==> config.mk <==
export PLATFORM = sky130hd
export DESIGN_NAME = ex_muldiv
export DESIGN_NICKNAME = d
export VERILOG_FILES = /design/src/rtl/ex_muldiv.sv
export SDC_FILE = /design/constraint.sdc
export NUM_CORES = 2
export LEC_CHECK = 0
export ABC_AREA = 1
export BUFFER_PORTS_ARGS = -buffer_cell sky130_fd_sc_hd__buf_2
export CAP_MARGIN = 10
export CORE_ASPECT_RATIO = 1.4
export CORE_MARGIN = 10
export CORE_UTILIZATION = 47
export CTS_CLUSTER_SIZE = 25
export DETAILED_ROUTE_END_ITERATION = 10
export PLACE_DENSITY = 0.65
export SYNTH_ARGS = -nofsm -noshare
export SYNTH_HDL_FRONTEND = slang
export SYNTH_SLANG_ARGS = --single-unit
==> constraint.sdc <==
create_clock -name clk -period 8.4 [get_ports clk]
set_input_delay 1.68 -clock clk [delete_from_list [all_inputs] [get_ports clk]]
set_output_delay 1.68 -clock clk [all_outputs]
set_load 0.02 [all_outputs]
==> src/rtl/ex_muldiv.sv <==
// RV32M multiply/divide unit for the execute stage: a single-cycle multiply
// and a 32-step restoring divider. It raises stall_req while busy.
module ex_muldiv #(
  parameter int XLEN = 32
) (
  input  logic            clk,
  input  logic            rst,
  input  logic            start,
  input  logic [2:0]      op,
  input  logic [XLEN-1:0] opa,
  input  logic [XLEN-1:0] opb,
  input  logic [4:0]      wd_in,
  input  logic            flush,
  output logic            stall_req,
  output logic            done,
  output logic [XLEN-1:0] result,
  output logic [4:0]      wd_out
);

  typedef enum logic [1:0] {S_IDLE, S_MUL, S_DIV, S_FIN} state_t;

  localparam logic [XLEN-1:0] MIN_NEG = {1'b1, {(XLEN-1){1'b0}}};
  localparam logic [5:0]      CNT_FIX = 6'd32;

  state_t          state;
  logic [2:0]      op_q;
  logic [XLEN-1:0] a_q, b_q;
  logic [4:0]      wd_q;
  logic [5:0]      cnt;
  logic [XLEN-1:0] rem_q, quo_q, dvs_q;
  logic            neg_quo_q, neg_rem_q;
  logic            spec_q;
  logic [XLEN-1:0] spec_res_q;

  // Decode of the incoming operation at accept time.
  logic            in_sgn, in_rem, in_bzero, in_ovf, in_spec;
  logic [XLEN-1:0] in_abs_a, in_abs_b, in_spec_val;

  always_comb begin
    in_sgn      = ~op[0];
    in_rem      = op[1];
    in_bzero    = (opb == '0);
    in_ovf      = in_sgn && (opa == MIN_NEG) && (opb == '1);
    in_spec     = in_bzero || in_ovf;
    in_abs_a    = (in_sgn && opa[XLEN-1]) ? (~opa + 1'b1) : opa;
    in_abs_b    = (in_sgn && opb[XLEN-1]) ? (~opb + 1'b1) : opb;
    in_spec_val = '0;
    if (in_bzero)
      in_spec_val = in_rem ? opa : '1;
    else
      in_spec_val = in_rem ? '0 : MIN_NEG;
  end

  // Multiply datapath, using the latched operands.
  logic                   a_signed, b_signed;
  logic signed [XLEN:0]   mul_a, mul_b;
  logic signed [2*XLEN-1:0] prod;
  logic [XLEN-1:0]        mul_res;

  always_comb begin
    a_signed = (op_q[1:0] == 2'b01) || (op_q[1:0] == 2'b10);
    b_signed = (op_q[1:0] == 2'b01);
    mul_a    = {a_signed & a_q[XLEN-1], a_q};
    mul_b    = {b_signed & b_q[XLEN-1], b_q};
    prod     = mul_a * mul_b;
    mul_res  = (op_q[1:0] == 2'b00) ? prod[XLEN-1:0] : prod[2*XLEN-1:XLEN];
  end

  // One restoring-division step, plus the sign fix-up applied on leaving DIV.
  logic [XLEN:0]   shifted, diff;
  logic            step_ge;
  logic [XLEN-1:0] step_rem, step_quo, quo_fix, rem_fix, div_res;

  always_comb begin
    shifted  = {rem_q, quo_q[XLEN-1]};
    diff     = shifted - {1'b0, dvs_q};
    step_ge  = ~diff[XLEN];
    step_rem = step_ge ? diff[XLEN-1:0] : shifted[XLEN-1:0];
    step_quo = {quo_q[XLEN-2:0], step_ge};
    quo_fix  = neg_quo_q ? (~quo_q + 1'b1) : quo_q;
    rem_fix  = neg_rem_q ? (~rem_q + 1'b1) : rem_q;
    div_res  = spec_q ? spec_res_q : (op_q[1] ? rem_fix : quo_fix);
  end

  assign stall_req = ((state == S_IDLE) && start && !flush) ||
                     (state == S_MUL) || (state == S_DIV);

  always_ff @(posedge clk) begin
    if (!rst) begin
      state      <= S_IDLE;
      cnt        <= '0;
      done       <= 1'b0;
      result     <= '0;
      wd_out     <= '0;
      op_q       <= '0;
      a_q        <= '0;
      b_q        <= '0;
      wd_q       <= '0;
      rem_q      <= '0;
      quo_q      <= '0;
      dvs_q      <= '0;
      neg_quo_q  <= 1'b0;
      neg_rem_q  <= 1'b0;
      spec_q     <= 1'b0;
      spec_res_q <= '0;
    end else if (flush) begin
      state <= S_IDLE;
      done  <= 1'b0;
    end else begin
      case (state)
        S_IDLE: begin
          done <= 1'b0;
          if (start) begin
            op_q <= op;
            a_q  <= opa;
            b_q  <= opb;
            wd_q <= wd_in;
            if (!op[2]) begin
              state <= S_MUL;
            end else begin
              // Special cases go through one DIV cycle with the counter preset
              // to the fix-up value, so they finish with the same latency as MUL.
              state      <= S_DIV;
              cnt        <= in_spec ? CNT_FIX : '0;
              rem_q      <= '0;
              quo_q      <= in_abs_a;
              dvs_q      <= in_abs_b;
              neg_quo_q  <= in_sgn && (opa[XLEN-1] ^ opb[XLEN-1]);
              neg_rem_q  <= in_sgn && opa[XLEN-1];
              spec_q     <= in_spec;
              spec_res_q <= in_spec_val;
            end
          end
        end
        S_MUL: begin
          result <= mul_res;
          wd_out <= wd_q;
          done   <= 1'b1;
          state  <= S_FIN;
        end
        S_DIV: begin
          if (cnt == CNT_FIX) begin
            result <= div_res;
            wd_out <= wd_q;
            done   <= 1'b1;
            cnt    <= '0;
            state  <= S_FIN;
          end else begin
            rem_q <= step_rem;
            quo_q <= step_quo;
            cnt   <= cnt + 6'd1;
          end
        end
        S_FIN: begin
          done  <= 1'b0;
          state <= S_IDLE;
        end
        default: begin
          done  <= 1'b0;
          state <= S_IDLE;
        end
      endcase
    end
  end

endmodule
==> flow_summary.yaml <==
place:
  dp_hpwl_um: 176000
  port_buffers: 114
  finalWeightedCongestion: 1.00
  dp_worst_setup_slack_ns: 0.197
routing:
  ant_nets: 0
  first_iter_violations: 3567
  wl_per_cell_um: 22.4
  routed_wl_um: 210000
  vias: 50300
  firstDrtPassIters: 7
  via_per_inst: 5.38
  drc: 0
final_layout:
  syn_to_final_growth_pct: 7.13
  n_fill_cell: 12000
  layout-drive-gt1-share: 0.0697
  fin_nets: 9181
  finish.utilization: 0.507
sta:
  tns_ns: 0
  layout_min_cycle_time_ns: 8.03
  setup_viol: 0
  timing_hold_violations_final: 0
  slew_violations: 0
  fin_crit_sh: 0.956
  final.setup.worst_slack_ns: 0.374
  relSlewSlack: 0.146
  rsz0062_at_grt: "yes"
  finClkSkew_ns: 0.0304
  worstMarginPinSlew_ns: 1.27
  fmax_mhz: 125
job:
  maxCapViolations: 0
outcome:
  outcome: "finished, final reports clean"
clocking:
  clk_path_buf_depth: 3
  cts_made_buffers: 28
  hold_buffers: 0
  cts.sinks: 248
  clk_pin_slew_worst_paths_ns: 0.08
  cts_tree: "yes"
  root_buffer: "clkbuf_16"
  htree_levels: 1
  clkLatencyLatePin_ns: 0.63
worst_setup_path:
  crit_path_end_kind: "flop"
  cpPeakStageDelay_ns: 0.64
  cp.required_ns: 8.96
  cp.arrival_ns: 8.58
  path_max_fanout: 8
  path_class: "reg2reg"
  slowest_stage: "fa_2"
  start_kind: "flop"
global_routing:
  overflow: 0
  grt_first_pass_wirelength_um: 319000
  grt_max_degree: 93
  grt_usage: 0.311
  antenna_found_initial: 7
  grt_pass1_vias: 53400
die:
  fp.dieH_um: 430
  dieWidth_um: 313
  dieArea_um2: 135000
  start_util: 0.474
  row_count: 150
  fp.coreArea_um2: 119000
  ios: 115
synthesis:
  synthAdderAreaFrac: 0.455
  synth-main-ff-cell: "dfxtp_1"
  synth_top_family_by_area: "adder cells"
  synth_cells: 7747
  post-synth-top-area-fraction: 0.399
  ys_types: 51
  synth_edf_count: 0
  synthSimpleGateAreaFrac: 0.209
  yosys_warnings: 0
  syn-num-nets: 9205
  mappedNetlistArea_um2: 56500
  synth_commonest_cells: "1,958 x nand2_1, 1,883 x inv_1, 1,126 x fa_1"
  ys_ff_latch: 248
  yosysSeqAreaShare: 0.0878
  synth_compound_area_frac: 0.0831
  synthArstFlopShare: 0
  synth.most_common_cell: "nand2_1"
  synthMuxAreaShare: 0
  synth_top_cell_by_area: "fa_1"
  syn_area_per_cell_um2: 7.30
  synth_area_leaders: "fa_1 40%, nand2_1 13%, inv_1 13%, dfxtp_1 8.8%, ha_1 5.7%"
  synth-xor-area-share: 0.0108
power_and_ir_drop:
  p_leak_nw: 31.4
  peakVddDrop_uv: 134
  powerDensity_nw_per_um2: 120
min_path:
  hold_class: "reg2reg"
[layer usage]
metal	global-route usage	up-vias	share of wire
met3	0.0390	773	0.058
met5	0	-	0.00012
li1	-	22700	-
met1	0.327	24800	0.34
met2	0.555	1979	0.51
met4	0.249	4	0.098
[repair_timing]
item                       4_1_cts  5_1_grt
setup endpoints to repair        0       22
gates resized for setup          0       40
setup buffers                    0        9
[logic make-up (layout without fill, tap and decap cells)]
logic type / count (synthesis) / after routing
AO/OA/AOI/OAI: 855 / 855
XOR/XNOR: 70 / 70
adder cells (fa/ha/maj): 1382 / 1382
buffers and inverters: 2296 / 2294
flip-flops: 248 / 248
other: 0 / 8
AND/OR/NAND/NOR: 2896 / 2896
[final cells by class]
| type | instances | area [µm²] | share of cell area |
|---|---|---|---|
| multi-input cells | 5203 | 43000 | 0.710 |
| inverters | 1898 | 7140 | 0.118 |
| flip-flops and latches | 248 | 4960 | 0.0820 |
| repair buffers | 344 | 2460 | 0.0407 |
| well taps | 1596 | 2000 | 0.0330 |
| clock buffers | 34 | 763 | 0.0126 |
| clock inverters | 18 | 241 | 0.00399 |
| diodes | 8 | 20.0 | 0.000331 |
[worst max-delay path: cells and delay by family (launching register included)]
family | cells | cell delay (ns)
AND/OR/NAND/NOR | 8 | 0.88
AO/OA/AOI/OAI | 5 | 1.13
buffers and inverters | 7 | 0.72
adder cells (fa/ha/maj) | 10 | 4.88
flip-flops | 1 | 0.34
[placed cells by master, fill, tap and decap left out, types with 5 or more instances in the layout]
cell type   count
a21o_1          5
a21oi_1       403
a21oi_2        28
a31oi_1         5
buf_12         13
buf_2         113
buf_4         218
clkbuf_16      28
clkinvlp_4     10
dfxtp_1       248
diode_2         8
fa_1         1124
ha_1          248
ha_2            8
inv_1        1877
inv_2          13
nand2_1      1958
nand2_2        19
nand3_1       265
nand3_2        26
nand3b_1       12
nand4_1        47
nor2_1        475
nor2_2         20
nor3_1         38
nor3_2          9
nor4_1          7
o211ai_1       60
o21a_1          5
o21ai_0       279
o21ai_1        15
o21bai_1       21
o221ai_1       17
o31ai_1         6
or2_2           9
xnor2_1        20
xor2_1         50
[metrics by stage]
step	total power [mW]	area, µm²	cells	hold slack, ns
after floorplan	3.95	56500	7747	0.442
after global placement	5.75	59400	9280	0.452
after detailed placement	5.78	59400	9280	0.455
after CTS	7.22	60400	9332	0.466
after global routing	7.75	60600	9343	0.483
final	7.27	60600	9349	0.467
[state kept, by name, indices dropped and copies added (netlist names)]
name / flops
state: 2
a_q: 32
quo_q: 32
spec_res_q: 32
rem_q: 32
result: 32
neg_rem_q: 1
b_q: 32
cnt: 6
neg_quo_q: 1
done: 1
spec_q: 1
op_q: 2
wd_q: 5
wd_out: 5
dvs_q: 32
[power by group]
part           internal, mW  switching [mW]  leakage (nW)
Combinational          1.48            3.00          28.9
Clock                 0.779           0.644         0.469
Sequential             1.24           0.118          2.02
[final timing paths]
kind	start	endpoint	slack, ns	depth (start not counted)
worst max-delay path	op_q[1]	result[28]	0.37	30
worst min-delay path	quo_q[20]	quo_q[20]	0.47	2
worst max register to register	op_q[1]	result[28]	0.37	30
worst min register to register	quo_q[20]	quo_q[20]	0.47	2
(Power assumes the default switching activity.)
